==> src/rtl/or16_serial_if.sv <==
// ---------------------------------------------------------------------------
// or16_serial_if
//   Bundles the operand handshake, the streamed result slices and the
//   assembled-result handshake of or16_serial.
//
//   Signals
//     in_valid / in_ready  : operand handshake (a, b accepted when both high)
//     a, b                 : WIDTH-bit operands
//     slice_valid          : slice_out carries a result slice this cycle
//     slice_out            : LANE-bit result slice, LSB-first
//     out_valid / out_ready: assembled-result handshake
//     out                  : WIDTH-bit assembled result
//     zr                   : all-slices-zero flag (only with
//                            OR16_SERIAL_ZERO_FLAG_EN defined)
//
//   Modports
//     slave  : the or16_serial block
//     master : the environment driving operands and consuming results
// ---------------------------------------------------------------------------
interface or16_serial_if #(
    parameter int WIDTH = 16,
    parameter int LANE  = 1
);
    logic             in_valid;
    logic             in_ready;
    logic [WIDTH-1:0] a;
    logic [WIDTH-1:0] b;
    logic             slice_valid;
    logic [LANE-1:0]  slice_out;
    logic             out_valid;
    logic             out_ready;
    logic [WIDTH-1:0] out;
`ifdef OR16_SERIAL_ZERO_FLAG_EN
    logic             zr;
`endif

    modport slave (
        input  in_valid, a, b, out_ready,
        output in_ready, slice_valid, slice_out, out_valid, out
`ifdef OR16_SERIAL_ZERO_FLAG_EN
        , output zr
`endif
    );

    modport master (
        output in_valid, a, b, out_ready,
        input  in_ready, slice_valid, slice_out, out_valid, out
`ifdef OR16_SERIAL_ZERO_FLAG_EN
        , input zr
`endif
    );
endinterface

==> src/rtl/or16_serial.sv <==
// ---------------------------------------------------------------------------
// or16_serial
//   Bit-serial bitwise OR: accepts two WIDTH-bit operands, produces
//   a|b LANE bits per cycle LSB-first, streams each slice on slice_out and
//   assembles the full word on out, held until the consumer accepts it.
//
//   Ports
//     clk   : clock, rising edge
//     rst_n : asynchronous active-low reset
//     bus   : or16_serial_if.slave (operand / slice / result signals)
//
//   Parameters
//     WIDTH : operand width, multiple of LANE
//     LANE  : bits per cycle (1, 2, 4, 8 or 16)
//
//   Configuration macro
//     OR16_SERIAL_ZERO_FLAG_EN : adds bus.zr, set when every slice was zero
// ---------------------------------------------------------------------------
module or16_serial #(
    parameter int WIDTH = 16,
    parameter int LANE  = 1
) (
    input  logic          clk,
    input  logic          rst_n,
    or16_serial_if.slave  bus
);
    localparam int NSLICE = WIDTH / LANE;
    localparam int CW     = (NSLICE > 1) ? $clog2(NSLICE) : 1;
    localparam logic [CW-1:0] LAST = CW'(NSLICE - 1);

    typedef enum logic [1:0] {
        IDLE  = 2'd0,
        SHIFT = 2'd1,
        DONE  = 2'd2
    } state_t;

    state_t           state_q;
    logic [WIDTH-1:0] a_q;
    logic [WIDTH-1:0] b_q;
    logic [CW-1:0]    cnt_q;
    logic [WIDTH-1:0] out_q;
    logic             slice_valid_q;
    logic [LANE-1:0]  slice_out_q;
    logic [LANE-1:0]  slice_d;
    logic [LANE-1:0]  first_slice_d;
`ifdef OR16_SERIAL_ZERO_FLAG_EN
    logic             all_zero_q;
    logic             zr_q;
`endif

    // Next slice from the remaining operand bits, and the first slice taken
    // straight from the inputs so it is already registered in cycle T+1.
    assign slice_d       = a_q[LANE-1:0] | b_q[LANE-1:0];
    assign first_slice_d = bus.a[LANE-1:0] | bus.b[LANE-1:0];

    // The shift registers hold operands already shifted past the slice that
    // currently sits in slice_out_q; slice_out_q is written into out_q on the
    // edge that ends its cycle.
    // NOTE: all state here uses non-blocking assignments so every register
    // samples pre-edge values regardless of statement order.
    always_ff @(posedge clk or negedge rst_n) begin
        if (!rst_n) begin
            state_q       <= IDLE;
            a_q           <= '0;
            b_q           <= '0;
            cnt_q         <= '0;
            out_q         <= '0;
            slice_valid_q <= 1'b0;
            slice_out_q   <= '0;
`ifdef OR16_SERIAL_ZERO_FLAG_EN
            all_zero_q    <= 1'b0;
            zr_q          <= 1'b0;
`endif
        end else begin
            unique case (state_q)
                IDLE: begin
                    if (bus.in_valid) begin
                        a_q           <= bus.a >> LANE;
                        b_q           <= bus.b >> LANE;
                        cnt_q         <= '0;
                        out_q         <= '0;
                        slice_valid_q <= 1'b1;
                        slice_out_q   <= first_slice_d;
                        state_q       <= SHIFT;
`ifdef OR16_SERIAL_ZERO_FLAG_EN
                        all_zero_q    <= 1'b1;
                        zr_q          <= 1'b0;
`endif
                    end
                end
                SHIFT: begin
                    out_q[cnt_q*LANE +: LANE] <= slice_out_q;
`ifdef OR16_SERIAL_ZERO_FLAG_EN
                    // Running AND of per-slice NORs.
                    all_zero_q <= all_zero_q & ~(|slice_out_q);
`endif
                    if (cnt_q == LAST) begin
                        cnt_q         <= '0;
                        slice_valid_q <= 1'b0;
                        slice_out_q   <= '0;
                        state_q       <= DONE;
`ifdef OR16_SERIAL_ZERO_FLAG_EN
                        zr_q          <= all_zero_q & ~(|slice_out_q);
`endif
                    end else begin
                        cnt_q       <= cnt_q + 1'b1;
                        slice_out_q <= slice_d;
                        a_q         <= a_q >> LANE;
                        b_q         <= b_q >> LANE;
                    end
                end
                DONE: begin
                    if (bus.out_ready) begin
                        out_q   <= '0;
                        state_q <= IDLE;
                    end
                end
                default: state_q <= IDLE;
            endcase
        end
    end

    assign bus.in_ready    = (state_q == IDLE);
    assign bus.out_valid   = (state_q == DONE);
    assign bus.slice_valid = slice_valid_q;
    assign bus.slice_out   = slice_out_q;
    assign bus.out         = out_q;
`ifdef OR16_SERIAL_ZERO_FLAG_EN
    assign bus.zr          = zr_q;
`endif

endmodule

==> src/flat_wrapper.sv <==
// flat-port wrapper written by rule: the top's interface ports become plain ports
module or16_serial_flat 
#(
    parameter int WIDTH = 16,
    parameter int LANE  = 1
)
  (clk, rst_n, bus_in_valid, bus_a, bus_b, bus_out_ready, bus_in_ready, bus_slice_valid, bus_slice_out, bus_out_valid, bus_out);
  or16_serial_if #(.WIDTH(WIDTH), .LANE(LANE)) bus_i ();
  input  logic clk;
  input  logic rst_n;
  input wire logic [$bits(bus_i.in_valid)-1:0] bus_in_valid;
  input wire logic [$bits(bus_i.a)-1:0] bus_a;
  input wire logic [$bits(bus_i.b)-1:0] bus_b;
  input wire logic [$bits(bus_i.out_ready)-1:0] bus_out_ready;
  output wire logic [$bits(bus_i.in_ready)-1:0] bus_in_ready;
  output wire logic [$bits(bus_i.slice_valid)-1:0] bus_slice_valid;
  output wire logic [$bits(bus_i.slice_out)-1:0] bus_slice_out;
  output wire logic [$bits(bus_i.out_valid)-1:0] bus_out_valid;
  output wire logic [$bits(bus_i.out)-1:0] bus_out;
  assign bus_i.in_valid = bus_in_valid;
  assign bus_i.a = bus_a;
  assign bus_i.b = bus_b;
  assign bus_i.out_ready = bus_out_ready;
  assign bus_in_ready = bus_i.in_ready;
  assign bus_slice_valid = bus_i.slice_valid;
  assign bus_slice_out = bus_i.slice_out;
  assign bus_out_valid = bus_i.out_valid;
  assign bus_out = bus_i.out;
  or16_serial #(.WIDTH(WIDTH), .LANE(LANE)) u_core (.clk(clk), .rst_n(rst_n), .bus(bus_i));
endmodule
==> config.mk <==
export PLATFORM = sky130hd
export DESIGN_NAME = or16_serial_flat
export DESIGN_NICKNAME = d
export VERILOG_FILES = /design/src/rtl/or16_serial_if.sv /design/src/rtl/or16_serial.sv /design/src/flat_wrapper.sv
export SDC_FILE = /design/constraint.sdc
export NUM_CORES = 1
export LEC_CHECK = 0
export CAP_MARGIN = 20
export CORE_ASPECT_RATIO = 1.75
export CORE_UTILIZATION = 51
export DETAILED_ROUTE_END_ITERATION = 7
export MAX_ROUTING_LAYER = met4
export PLACE_DENSITY = 0.79
export SLEW_MARGIN = 20
export SYNTH_ARGS = -nofsm -noshare
export SYNTH_HDL_FRONTEND = slang
export SYNTH_SLANG_ARGS = --single-unit
==> constraint.sdc <==
create_clock -name clk -period 2.25 [get_ports clk]
set_clock_uncertainty 0.05 [all_clocks]
set_input_delay 0.675 -clock clk [delete_from_list [all_inputs] [get_ports clk]]
set_output_delay 0.675 -clock clk [all_outputs]
set_load 0.02 [all_outputs]
# --- After elaboration in Yosys (flattened, before gate mapping) ---
# Cells that the tools add are included.
# Widths: inputs -> output; s select.
word_totals:
  ff_bits: 56
  inputBits: 36
  wordCells: 51
classes:
  add_sub_neg: 2
  eq_ne: 7
  n_shift: 2
  mux: 23
  bitwise_logic: 2
  n_reduce_logical: 8
op_table:
  columns: ["cell", "n"]
  rows:
  - ["$mux 16", 6]
  - ["$pmux 16 s2", 2]
  - ["$pmux 16 s3", 1]
  - ["$neg 4->34", 1]
  - ["$shift 1x34->16 const A", 1]
  - ["$shiftx 1x34->16", 1]
  - ["$bwmux 16", 1]
  - ["$reduce_and 3->1", 4]
  - ["$mux 4", 2]
  - ["$pmux 4 s2", 1]
  - ["$mux 2", 3]
  - ["$ne 2x2->1 const B", 3]
  - ["$pmux 2 s3", 1]
  - ["$add 4x1->4 const B", 1]
  - ["$eq 4x4->1 const B", 1]
  - ["$mux 1", 4]
  - ["$pmux 1 s2", 2]
  - ["$reduce_bool 3->1", 1]
  - ["$eq 2x1->1 const B", 1]
  - ["$eq 2x2->1 const B", 1]
  - ["$logic_not 2->1", 1]
  - ["$ne 2x1->1 const B", 1]
  - ["$or 1x1->1", 2]
  - ["$reduce_and 2->1", 1]
  - ["$reduce_bool 2->1", 1]

# --- Longest topological paths before layout ---
logic_depth:
  word_depth: 4
  mapped_depth: 7
  mapped_depth_nobuf: 6

# --- Worst setup path before layout ---
# OpenSTA, ideal clock, no wires.
synth_timing:
  path_kind: "reg-to-reg"
  start: "register u_core.cnt_q[0]"
  end: "register u_core.out_q[14], in the netlist u_core.bus.out[14]"
  setup_time_ns: 0.122
  arrival_ns: 1.902
  setup_slack_ns: 0.176
  stages_incl_launch_ff: 8
  path_buffers: 1
  path_cell_list: "dfrtp_1 buf_4 inv_1 ha_1 nand2b_4 a2111oi_4 nand3_1 a32o_1"
synth_via:
  elab_chain_cells: 4
  elab_cells_between_ends: 5
  classes_between: "1 x add/sub; 2 x shift; 2 x mux"
synth_lines:
  columns: ["element", "line", "rtl"]
  rows:
  - ["start, declared", "or16_serial.sv:40", "logic [CW-1:0] cnt_q;"]
  - ["start signal, assigned", "or16_serial.sv:106", "cnt_q <= cnt_q + 1'b1;"]
  - ["$neg 4->34 *", "or16_serial.sv:92", "out_q[cnt_q*LANE +: LANE] <= slice_out_q;"]
  - ["$shiftx 1x34->16 / $shift 1x34->16 (equally long branches)", "or16_serial.sv:92", null]
  - ["$bwmux 16 *", "or16_serial.sv:92", null]
  - ["$pmux 16 s3 *", "or16_serial.sv:75", "unique case (state_q)"]
  - ["end signal, assigned by index", "or16_serial.sv:92", null]
  - ["end, declared", "or16_serial.sv:41", "logic [WIDTH-1:0] out_q;"]
# Mark *: on every way between the ends. The rest lies on a longest branch, timed or not.
# A chain may end at the register's enable or synchronous reset.

# --- Worst setup path in the final report ---
layout_timing:
  start: "register u_core.cnt_q[0]"
  end: "register u_core.out_q[3], in the netlist u_core.bus.out[3]"
# The elaborated chain is that of the path after synthesis.

==> flow_summary_export.csv <==
group,metric,value,unit
floorplanning,die_x,57.9,µm
clock_tree,cts-htree-levels,2,
power,intPower,2840,µW
yosys,yosys-top-cells-area,"dfrtp_1 (49%), mux2i_1 (10%), o21ai_0 (7.4%)",
floorplanning,rows,35,
timing,worst_slack,0.0476,ns
drt,via_count,2294,
global_routing,first_global_vias,2351,
layout,diodes,0,
layout,multi_input_area,0.00135,mm²
clock_tree,tritoncts,"yes",
worst_setup_path,ff2ff_path_depth,6,
yosys,ys_seq_area_share,48.5,%
yosys,syn-instance-count,272,
power,power_density,1360,mW/mm²
power,power_frac_seq,31.8,%
status,status,"finished with violations",
floorplanning,coreArea,0.00526,mm²
clock_tree,cts-buffers-inserted,5,
timing,period_share,97.9,%
floorplanning,initial_core_util,53.0,%
place,gp_congestion,0.924,
worst_setup_path,r2r-end,"u_core.bus.out[3]$_DFFE_PN0P_",
yosys,synth.top_cell.area_share,48.5,%
yosys,synth_top_area_cell,"dfrtp_1",
timing,slew_viol_final,0,
floorplanning,dieArea,0.00577,mm²
drt,drt_iter0_drc,84,
floorplanning,die_h,99.7,µm
timing,slew_headroom,68.2,%
yosys,syn_area,0.00278,mm²
yosys,avgSynthCellArea,10.2,µm²
layout,post-route-cell-area,0.00362,mm²
place,dp_slack,-0.109,ns
clock_tree,ctsHoldBuffers,0,
layout,fillerInstances,438,
global_routing,grt_usage,24.1,%
floorplanning,num_io_pins,56,
worst_setup_path,path_max_fanout,7,
clock_tree,clk_latency,0.31,ns
timing,setup_tns,0,ns
timing,hold_ws,0.281,ns
timing,setup_viol,0,
drt,drc,3,
power,p_leak,0.00168,µW
timing,fin_crit,2.20,ns
global_routing,grt_pass1_wl,10.5,mm
worst_setup_path,worst_ep_arrival_time,2.34,ns
timing,max_freq,454,MHz
worst_setup_path,path_class,"reg -> reg",
worst_setup_path,critPathLaunchType,"flop",
worst_setup_path,r2r_slack,0.05,ns
min_path,hp-class,"in -> async",
power,totalPowerFinal,4940,µW
drt,ant_nets,0,
yosys,ys_seq_elements,54,
yosys,synth_nets,311,
global_routing,grt_overflow,0,
worst_setup_path,critPathCaptureType,"flop",
drt,first_pass_iters,6,
layout,drive_above_1_share,12.8,%
place,dp_hpwl,4.50,mm
place,place_area,0.00352,mm²
power,share_comb_of_total_power,56.8,%
drt,via_per_inst,5.85,
worst_setup_path,setup.worst_path.start,"u_core.cnt_q[0]$_DFFE_PN0P_",
worst_setup_path,r2r_start,"u_core.cnt_q[0]$_DFFE_PN0P_",
drt,routed_wl,6.15,mm
global_routing,antenna_found_initial,0,
place,io_buffers,55,
power,p_sw_share,42.5,%
yosys,yosysWarningCount,0,
layout,nets,375,
timing,hold_viol_final,0,
worst_setup_path,endpoint,"u_core.bus.out[3]$_DFFE_PN0P_",
yosys,ys_types,42,
clock_tree,clkSinkCount,54,
worst_setup_path,crit_required,2.39,ns
power,ir_drop,0.808,mV
power,clockPowerShare,11.4,%
timing,tightestPinTransition,0.475,ns
layout,syn_to_final_growth,30.0,%
global_routing,grt_max_degree,62,
clock_tree,clock_path_buffers,2,
power,p_sw,2100,µW
layout,final-seq-area,0.00135,mm²
clock_tree,cts_root_buf,"clkbuf_8",
clock_tree,path_clk_slew,0.10,ns
job,cap_viol_max_count,0,
drt,wire_per_inst,15.7,µm
status,violations,"DRC",
## per-layer routing
| layer | routed length, µm | global-route usage (%) | part of all wire, % | vias up |
|---|---|---|---|---|
| met4 | 205 | 12.3 | 3.3 | 0 |
| li1 | - | - | - | 1111 |
| met5 | 0 | - | 0 | - |
| met1 | 2360 | 26.7 | 38 | 1093 |
| met2 | 3370 | 41.2 | 55 | 72 |
| met3 | 212 | 3.38 | 3.4 | 18 |
## sequential cells by signal (all words and copies together), names as in the netlist
register / count
u_core.a_q: 15
u_core.b_q: 15
u_core.bus.slice_out: 1
u_core.cnt_q: 4
u_core.state_q: 2
u_core.bus.slice_valid: 1
u_core.bus.out: 16
## repair_timing
action	in CTS	in global routing
hold endpoints to repair	0	0
setup endpoints to repair	2	2
resized for setup	2	2
setup buffers	0	0
pin swaps	0	0
gates cloned	0	0
## synthesized netlist by cell type
cell type and instances:
dfrtp_1 54, or4_4 1, clkbuf_1 8, nor4_4 1, a21o_1 3, a32o_1 11, buf_4 1, nand2b_4 1
nor2_1 6, xnor2_1 1, and4bb_2 2, a31oi_1 3, xor2_1 1, and3_1 1, nand2_1 41, o21ba_2 1
nand4_1 3, o41ai_1 2, nor4b_1 1, nor3b_2 1, o21bai_1 1, nor2b_1 2, and2_1 1, a31o_2 1
a2111o_1 1, ha_1 3, o2bb2ai_1 1, o211ai_1 2, buf_2 8, mux2_2 1, a21boi_2 1, nand3b_1 2
mux2i_1 28, inv_1 7, o21ai_0 41, nand3_2 1, and3b_1 2, nand3_1 14, a21oi_1 4, a2111oi_4 2
nand2b_1 4, nor3_1 2
## stage by stage
step	cells	utilization [%]
detailed placement	384	67.0
finish	392	68.9
global placement	384	67.0
global route	392	68.9
floorplan	272	-
CTS	392	68.7
## placed cells by master, fill, tap and decap left out, types with 3 or more instances in the layout
master / n
buf_12: 4
a21o_1: 3
mux2i_1: 28
a31oi_1: 3
clkdlybuf4s50_1: 52
o21ai_0: 41
clkbuf_8: 6
nand3_1: 14
nand2b_1: 4
inv_1: 7
nand4_1: 3
dfrtp_1: 54
nand2_1: 41
nor2_1: 6
a32o_1: 11
buf_4: 15
a21oi_1: 4
## kinds of logic after synthesis
family                     after synthesis  synth area share [%]
AOI/OAI and AO/OA                       74                  18.7
xor gates and xnor gates                 2                 0.629
adders and majority gates                3                  1.35
buffers and inverters                   24                  3.73
DFF                                     54                  48.5
muxes                                   29                  10.5
and+or+nand+nor                         86                  16.5
## final cells by class
class                      count  area share (%)
sequential                    54            37.3
multi-input combinational    194            37.2
timing repair buffer          74            20.3
clock buffer                   7            2.39
tap                           55            1.90
inverter                       7           0.726
clock inverter                 1           0.138
## critical path: stages, from the launching register on
cell	delay (ns)
dfrtp_1	0.48
inv_1	0.10
ha_1	0.37
nand2b_1	0.23
a2111o_1	0.48
o211ai_1	0.25
o41ai_2	0.12
## power by group through the flow
stage	Combinational (µW)	Sequential [µW]	Clock [µW]
6_report	2800	1570	564
5_1_grt	3100	1610	592
4_1_cts	2790	1570	572
3_5_place_dp	2780	1590	0
3_3_place_gp	2720	1580	0
2_1_floorplan	1740	1660	0
## how the worst min path moves through the flow
stage	from	endpoint	slack [ns]	depth (start not counted)
2_1_floorplan	rst_n	u_core.a_q[0]$_DFFE_PN0P_	0.33	0
4_1_cts	rst_n	u_core.state_q[1]$_DFFE_PN0P_	0.30	2
3_5_place_dp	u_core.b_q[0]$_DFFE_PN0P_	u_core.b_q[0]$_DFFE_PN0P_	0.42	2
5_1_grt	rst_n	u_core.bus.out[4]$_DFFE_PN0P_	0.32	2
6_report	rst_n	u_core.bus.slice_out$_DFFE_PN0P_	0.28	2
3_3_place_gp	u_core.b_q[0]$_DFFE_PN0P_	u_core.b_q[0]$_DFFE_PN0P_	0.41	2
Note: power is estimated with default switching activity, not from simulation.
==> RTL change 1: new RTL, config.mk and constraints unchanged <==
Encoding of `state_t`: now one-hot (3 bits for 3 states).
--- a/src/rtl/or16_serial.sv
+++ b/src/rtl/or16_serial.sv
@@ -29,8 +29,8 @@
     localparam logic [CW-1:0] LAST = CW'(NSLICE - 1);
 
-    typedef enum logic [1:0] {
-        IDLE  = 2'd0,
-        SHIFT = 2'd1,
-        DONE  = 2'd2
+    typedef enum logic [2:0] {
+        IDLE  = 3'b001,
+        SHIFT = 3'b010,
+        DONE  = 3'b100
     } state_t;
 
Formal check against the unedited RTL: no difference found for any inputs over 10 cycles, from zero or initial values and one cycle with rst_n low; not proved beyond that.
==> RTL change 1 against the original RTL <==
- worst hold slack got worse by 0.033 ns
- wire length about the same
- total power decreased by 20%
- worst setup slack improved by 0.11 ns
- non-clock buffer count unchanged
- count of clock-buffer cells in the layout decreased by 1
- cell count increased by 13%
- design area increased by 2.9%
- sequential cell count increased by 1
- via count increased by 7.6%
- die area increased by 3.4%
- global-route usage decreased by 0.39 points
- area after synthesis increased by 3.6%
- fmax increased by 5.2%
==> RTL change 1: results (changes against the original RTL) <==
\begin{tabular}{lr}
\hline
Metric & Value \\
\hline
\multicolumn{2}{l}{\textbf{Placement}} \\
Estimated wirelength of the detail-placed design & 4580 microns (was 4500 microns) \\
Place WS & -0.125 ns (was -0.109 ns) \\
Placer congestion estimate & 0.858 (was 0.924) \\
\multicolumn{2}{l}{\textbf{GRT}} \\
First-pass GRT wire length & 10,600 microns (was 10,500 microns) \\
Total routing resource utilization after global routing & 23.7\% (was 24.1\%) \\
Largest net degree at the start of global routing & 32 (was 62) \\
Vias in the first global route & 2,350 (was 2,351) \\
\multicolumn{2}{l}{\textbf{Cells and area}} \\
Clkbuf count & 6 (was 7) \\
Number of flip-flops and latches & 55 (was 54) \\
Relative area change from synthesis to final layout & 29.3\% (was 30.0\%) \\
Area of all sequential standard cells & 1380 sq um (was 1350 sq um) \\
Multi-input gates & 226 (was 194) \\
Area of the multi-input gates & 1400 sq um (was 1350 sq um) \\
\multicolumn{2}{l}{\textbf{Logic synthesis}} \\
Distinct cells, synth & 44 (was 42) \\
Adder-Cell Fraction of Synth Area & 1.30\% (was 1.35\%) \\
Compound-Gate Fraction of Synth Area & 12.8\% (was 18.7\%) \\
Post-synthesis area per instance & 9.39 sq um (was 10.2 sq um) \\
Area contributors post-synth & sky130\_fd\_sc\_hd\_\_dfrtp\_1 47\%, sky130\_fd\_sc\_hd\_\_nand2\_1 13\%, sky130\_fd\_sc\_hd\_\_mux2\_2 11\%, sky130\_fd\_sc\_hd\_\_o211ai\_1 3.9\%, sky130\_fd\_sc\_hd\_\_o311ai\_0 3.3\% (was sky130\_fd\_sc\_hd\_\_dfrtp\_1 49\%, sky130\_fd\_sc\_hd\_\_mux2i\_1 10\%, sky130\_fd\_sc\_hd\_\_o21ai\_0 7.4\%, sky130\_fd\_sc\_hd\_\_nand2\_1 5.5\%, sky130\_fd\_sc\_hd\_\_a32o\_1 4.0\%) \\
\multicolumn{2}{l}{\textbf{Route}} \\
Mean number of vias per cell & 5.56 (was 5.85) \\
Iter 0 DRT Violations & 107 (was 84) \\
Met1 wire length & 2440 microns (was 2360 microns) \\
Routed wire length on met3 & 173 microns (was 212 microns) \\
DR WL met2 & 3370 microns (about the same) \\
\multicolumn{2}{l}{\textbf{Worst setup path}} \\
Kind of cell adding the most delay to the critical path & flip-flops (was compound AO/OA/AOI/OAI gates) \\
CP arrival & 1.37 ns (was 2.34 ns) \\
\multicolumn{2}{l}{\textbf{Power and ir drop}} \\
Largest voltage drop on the vdd net & 851 uV (was 808 uV) \\
Static leakage & 1.65 nW (was 1.68 nW) \\
\multicolumn{2}{l}{\textbf{Status}} \\
Result of the run & completed (was complete, but fails checks) \\
\hline
\end{tabular}
[RTL change 1: changes by cell type in the layout (fill, tap and decap cells not counted), sizes merged, moves of 3 or more]
cell	change
nand2	+61
o21ai	-31
mux2	+28
mux2i	-28
o211ai	+13
o311ai	+12
a32o	-11
nand3	-9
or3	+4
a22o	+3
[RTL change 1: final timing paths]
| check | from | to | slack, ns | cells past startpoint |
|---|---|---|---|---|
| max reg2reg | u_core.cnt_q[0] | u_core.bus.out[5] | 0.18 | 5 |
| max in group asynchronous | rst_n | u_core.state_q[0] | 1.30 | 2 |
| min | rst_n | u_core.bus.out[14] | 0.25 | 1 |
| max | u_core.state_q[0] | bus_out_valid | 0.16 | 3 |
| min reg2reg | u_core.a_q[12] | u_core.a_q[12] | 0.46 | 1 |
| min in group clk | u_core.a_q[12] | u_core.a_q[12] | 0.46 | 1 |
[RTL change 1: per-layer routing]
metal / vias up / track usage [%]
met4: 0 / 8.79
met1: 1187 / 28.4
li1: 1191 / -
met5: - / -
met3: 13 / 2.81
met2: 77 / 40.3
[RTL change 1: power groups by stage]
stage | Combinational, mW | Clock [mW] | Sequential (mW)
6_report | 1.76 | 0.676 | 1.53
2_1_floorplan | 1.25 | 0 | 1.51
5_1_grt | 1.97 | 0.720 | 1.58
3_3_place_gp | 1.72 | 0 | 1.53
3_5_place_dp | 1.77 | 0 | 1.55
4_1_cts | 1.78 | 0.682 | 1.53
[RTL change 1: through the flow]
step | cells | total power, mW
6_report | 444 | 3.97
2_1_floorplan | 307 | 2.76
4_1_cts | 444 | 3.99
5_1_grt | 444 | 4.26
3_3_place_gp | 436 | 3.25
3_5_place_dp | 436 | 3.32
[RTL change 1: repair_timing]
action	4_1_cts	5_1_grt
hold buffers	0	0
setup endpoints to repair	2	5
gates resized for setup	3	2
==> RTL change 2: new RTL, config.mk and constraints unchanged <==
Without the edit above. `WIDTH` is set to 16 in 3 places; all go to 8.
--- a/src/rtl/or16_serial_if.sv
+++ b/src/rtl/or16_serial_if.sv
@@ -19,5 +19,5 @@
 // ---------------------------------------------------------------------------
 interface or16_serial_if #(
-    parameter int WIDTH = 16,
+    parameter int WIDTH = 8,
     parameter int LANE  = 1
 );
--- a/src/rtl/or16_serial.sv
+++ b/src/rtl/or16_serial.sv
@@ -18,5 +18,5 @@
 // ---------------------------------------------------------------------------
 module or16_serial #(
-    parameter int WIDTH = 16,
+    parameter int WIDTH = 8,
     parameter int LANE  = 1
 ) (
--- a/src/flat_wrapper.sv
+++ b/src/flat_wrapper.sv
@@ -2,5 +2,5 @@
 module or16_serial_flat 
 #(
-    parameter int WIDTH = 16,
+    parameter int WIDTH = 8,
     parameter int LANE  = 1
 )
Interface: changed (resized bus_a, bus_b and bus_out); port bits go from 56 to 32. No check against the original RTL was run, so the function may have changed too.
==> RTL change 2 against the original RTL <==
- wire length fell by 41%
- global-route usage is 1.4 points higher
- clock power decreased by 16%
- total power down 41%
- design area down 45%
- critical endpoint is now bus_in_ready
- first-iteration DRC count down 63%
- combinational power decreased by 45%
- worst setup slack better by 0.028 ns
- sequential power fell by 42%
- highest routed layer unchanged
- area after synthesis down 43%
- fmax is 1.3% higher
- non-clock buffer count shrank 37
- sequential cell count is 25 lower
==> RTL change 2: results (changes against the original RTL) <==
\begin{tabular}{lr}
\hline
Metric & Value \\
\hline
\multicolumn{2}{l}{\textbf{Route}} \\
DRC Markers & 0 (was 3) \\
Mean routed wirelength per cell & 15.8 microns (was 15.7 microns) \\
Iter 0 DRT Violations & 31 (was 84) \\
\multicolumn{2}{l}{\textbf{Placement}} \\
Placer congestion estimate & 0.879 (was 0.924) \\
Number of port buffers & 31 (was 55) \\
\multicolumn{2}{l}{\textbf{Logic synthesis}} \\
Adder-Cell Fraction of Synth Area & 3.16\% (was 1.35\%) \\
Post-synthesis share of cell area spent on xor and xnor gates & 0\% (was 0.629\%) \\
Top post-synthesis cells by count & 29 x sky130\_fd\_sc\_hd\_\_dfrtp\_1, 29 x sky130\_fd\_sc\_hd\_\_nand2\_1, 16 x sky130\_fd\_sc\_hd\_\_a21oi\_1 (was 54 x sky130\_fd\_sc\_hd\_\_dfrtp\_1, 41 x sky130\_fd\_sc\_hd\_\_nand2\_1, 41 x sky130\_fd\_sc\_hd\_\_o21ai\_0) \\
Seq/Total Area, Yosys & 45.8\% (was 48.5\%) \\
Area contributors post-synth & sky130\_fd\_sc\_hd\_\_dfrtp\_1 46\%, sky130\_fd\_sc\_hd\_\_nand2\_1 6.9\%, sky130\_fd\_sc\_hd\_\_a21oi\_1 5.1\%, sky130\_fd\_sc\_hd\_\_a31oi\_1 4.7\%, sky130\_fd\_sc\_hd\_\_ha\_1 3.2\% (was sky130\_fd\_sc\_hd\_\_dfrtp\_1 49\%, sky130\_fd\_sc\_hd\_\_mux2i\_1 10\%, sky130\_fd\_sc\_hd\_\_o21ai\_0 7.4\%, sky130\_fd\_sc\_hd\_\_nand2\_1 5.5\%, sky130\_fd\_sc\_hd\_\_a32o\_1 4.0\%) \\
Compound-Gate Fraction of Synth Area & 22.2\% (was 18.7\%) \\
Syn Nets & 195 (was 311) \\
\multicolumn{2}{l}{\textbf{Hold path}} \\
Hold WC Path Type & reg2reg (was in2async) \\
\multicolumn{2}{l}{\textbf{Power and ir drop}} \\
Sw frac & 41.4\% (was 42.5\%) \\
Static leakage & 0.871 nW (was 1.68 nW) \\
\multicolumn{2}{l}{\textbf{Cells and area}} \\
NumNets Final & 226 (was 375) \\
Max FFs per register & 8 (was 16) \\
Fill count & 230 (was 438) \\
\multicolumn{2}{l}{\textbf{STA}} \\
Measured slew at the worst slew-check pin & 0.626 ns (was 0.475 ns) \\
\multicolumn{2}{l}{\textbf{Clock network}} \\
Clock input transition at the sequential cells of the worst setup and hold paths & 0.06 ns (was 0.10 ns) \\
Clock latency reported for the late side of the worst-skew pair & 0.29 ns (was 0.31 ns) \\
\multicolumn{2}{l}{\textbf{Worst setup path}} \\
CP max stage delay & 0.61 ns (was 0.48 ns) \\
Kind of cell adding the most delay to the critical path & buffers and inverters (was compound AO/OA/AOI/OAI gates) \\
\multicolumn{2}{l}{\textbf{Status}} \\
Result of the run & completed (was complete, but fails checks) \\
\multicolumn{2}{l}{\textbf{GRT}} \\
Vias in the first global route & 1,330 (was 2,351) \\
Largest net degree at the start of global routing & 30 (was 62) \\
\hline
\end{tabular}
RTL change 2: layout make-up:
| type | count | share of cell area, % |
|---|---|---|
| well taps | 28 | 1.74 |
| flip-flops and latches | 29 | 36.1 |
| clock buffers | 7 | 4.80 |
| multi-input cells | 122 | 38.1 |
| inverters | 7 | 1.31 |
| clock inverters | 1 | 0.249 |
| repair buffers | 37 | 17.6 |
RTL change 2: path summary, 6_finish.rpt:
path                                   start                end  slack (ns)  cells after the start
setup / recovery           u_core.state_q[0]       bus_in_ready        0.08                      2
hold / removal             u_core.bus.out[1]  u_core.bus.out[1]        0.45                      1
setup reg to reg             u_core.cnt_q[0]  u_core.bus.out[4]        0.12                      6
hold reg to reg            u_core.bus.out[1]  u_core.bus.out[1]        0.45                      1
max in group asynchronous              rst_n      u_core.b_q[2]        1.16                      2
min in group asynchronous              rst_n  u_core.bus.out[4]        0.72                      2
RTL change 2: per-layer routing:
metal  GRT usage, %  share of wire [%]  vias up  wire length (microns)
met3           6.64                3.0        8                    109
li1               -                  -      681                      -
met1           23.2                 36      673                   1320
met5              -                  0        -                      0
met4           13.1                2.7        0                     97
met2           46.9                 58       27                   2120
RTL change 2: stage by stage:
stage / std cells / utilization (%) / area [sq um] / hold WS [ns] / worst slack (ns)
detailed placement: 223 / 65.2 / 1910 / 0.437 / 0.0951
global placement: 223 / 65.2 / 1910 / 0.429 / 0.167
finish: 231 / 68.6 / 2010 / 0.447 / 0.0756
CTS: 231 / 68.6 / 2010 / 0.451 / 0.0740
global route: 231 / 68.6 / 2010 / 0.468 / 0.0265
floorplan: 171 / - / 1580 / 0.329 / 0.384
RTL change 2: timing repair:
action,4_1_cts,5_1_grt
gates resized for setup,1,0
hold buffers,0,0
endpoints found under the setup margin,1,0
RTL change 2: kinds of logic after synthesis:
logic type               Yosys count
AO/OA/AOI/OAI                     53
adder cells (fa/ha/maj)            4
buffers and inverters             20
flip-flops                        29
multiplexers                       1
AND/OR/NAND/NOR                   64
RTL change 2: power groups by stage:
stage / logic, mW / clock network, mW / registers [mW]
floorplan: 1.06 / 0 / 0.945
finish: 1.54 / 0.472 / 0.906
global placement: 1.48 / 0 / 0.901
detailed placement: 1.55 / 0 / 0.916
CTS: 1.55 / 0.480 / 0.906
global route: 1.71 / 0.502 / 0.929
RTL change 2: worst register-to-register path, delay by kind of cell, from the launching register on:
| family | cells | cell delay (ns) |
|---|---|---|
| compound gates | 1 | 0.43 |
| fa+ha+maj | 2 | 0.68 |
| buf+inv | 1 | 0.13 |
| flops | 1 | 0.44 |
| simple gates | 2 | 0.27 |
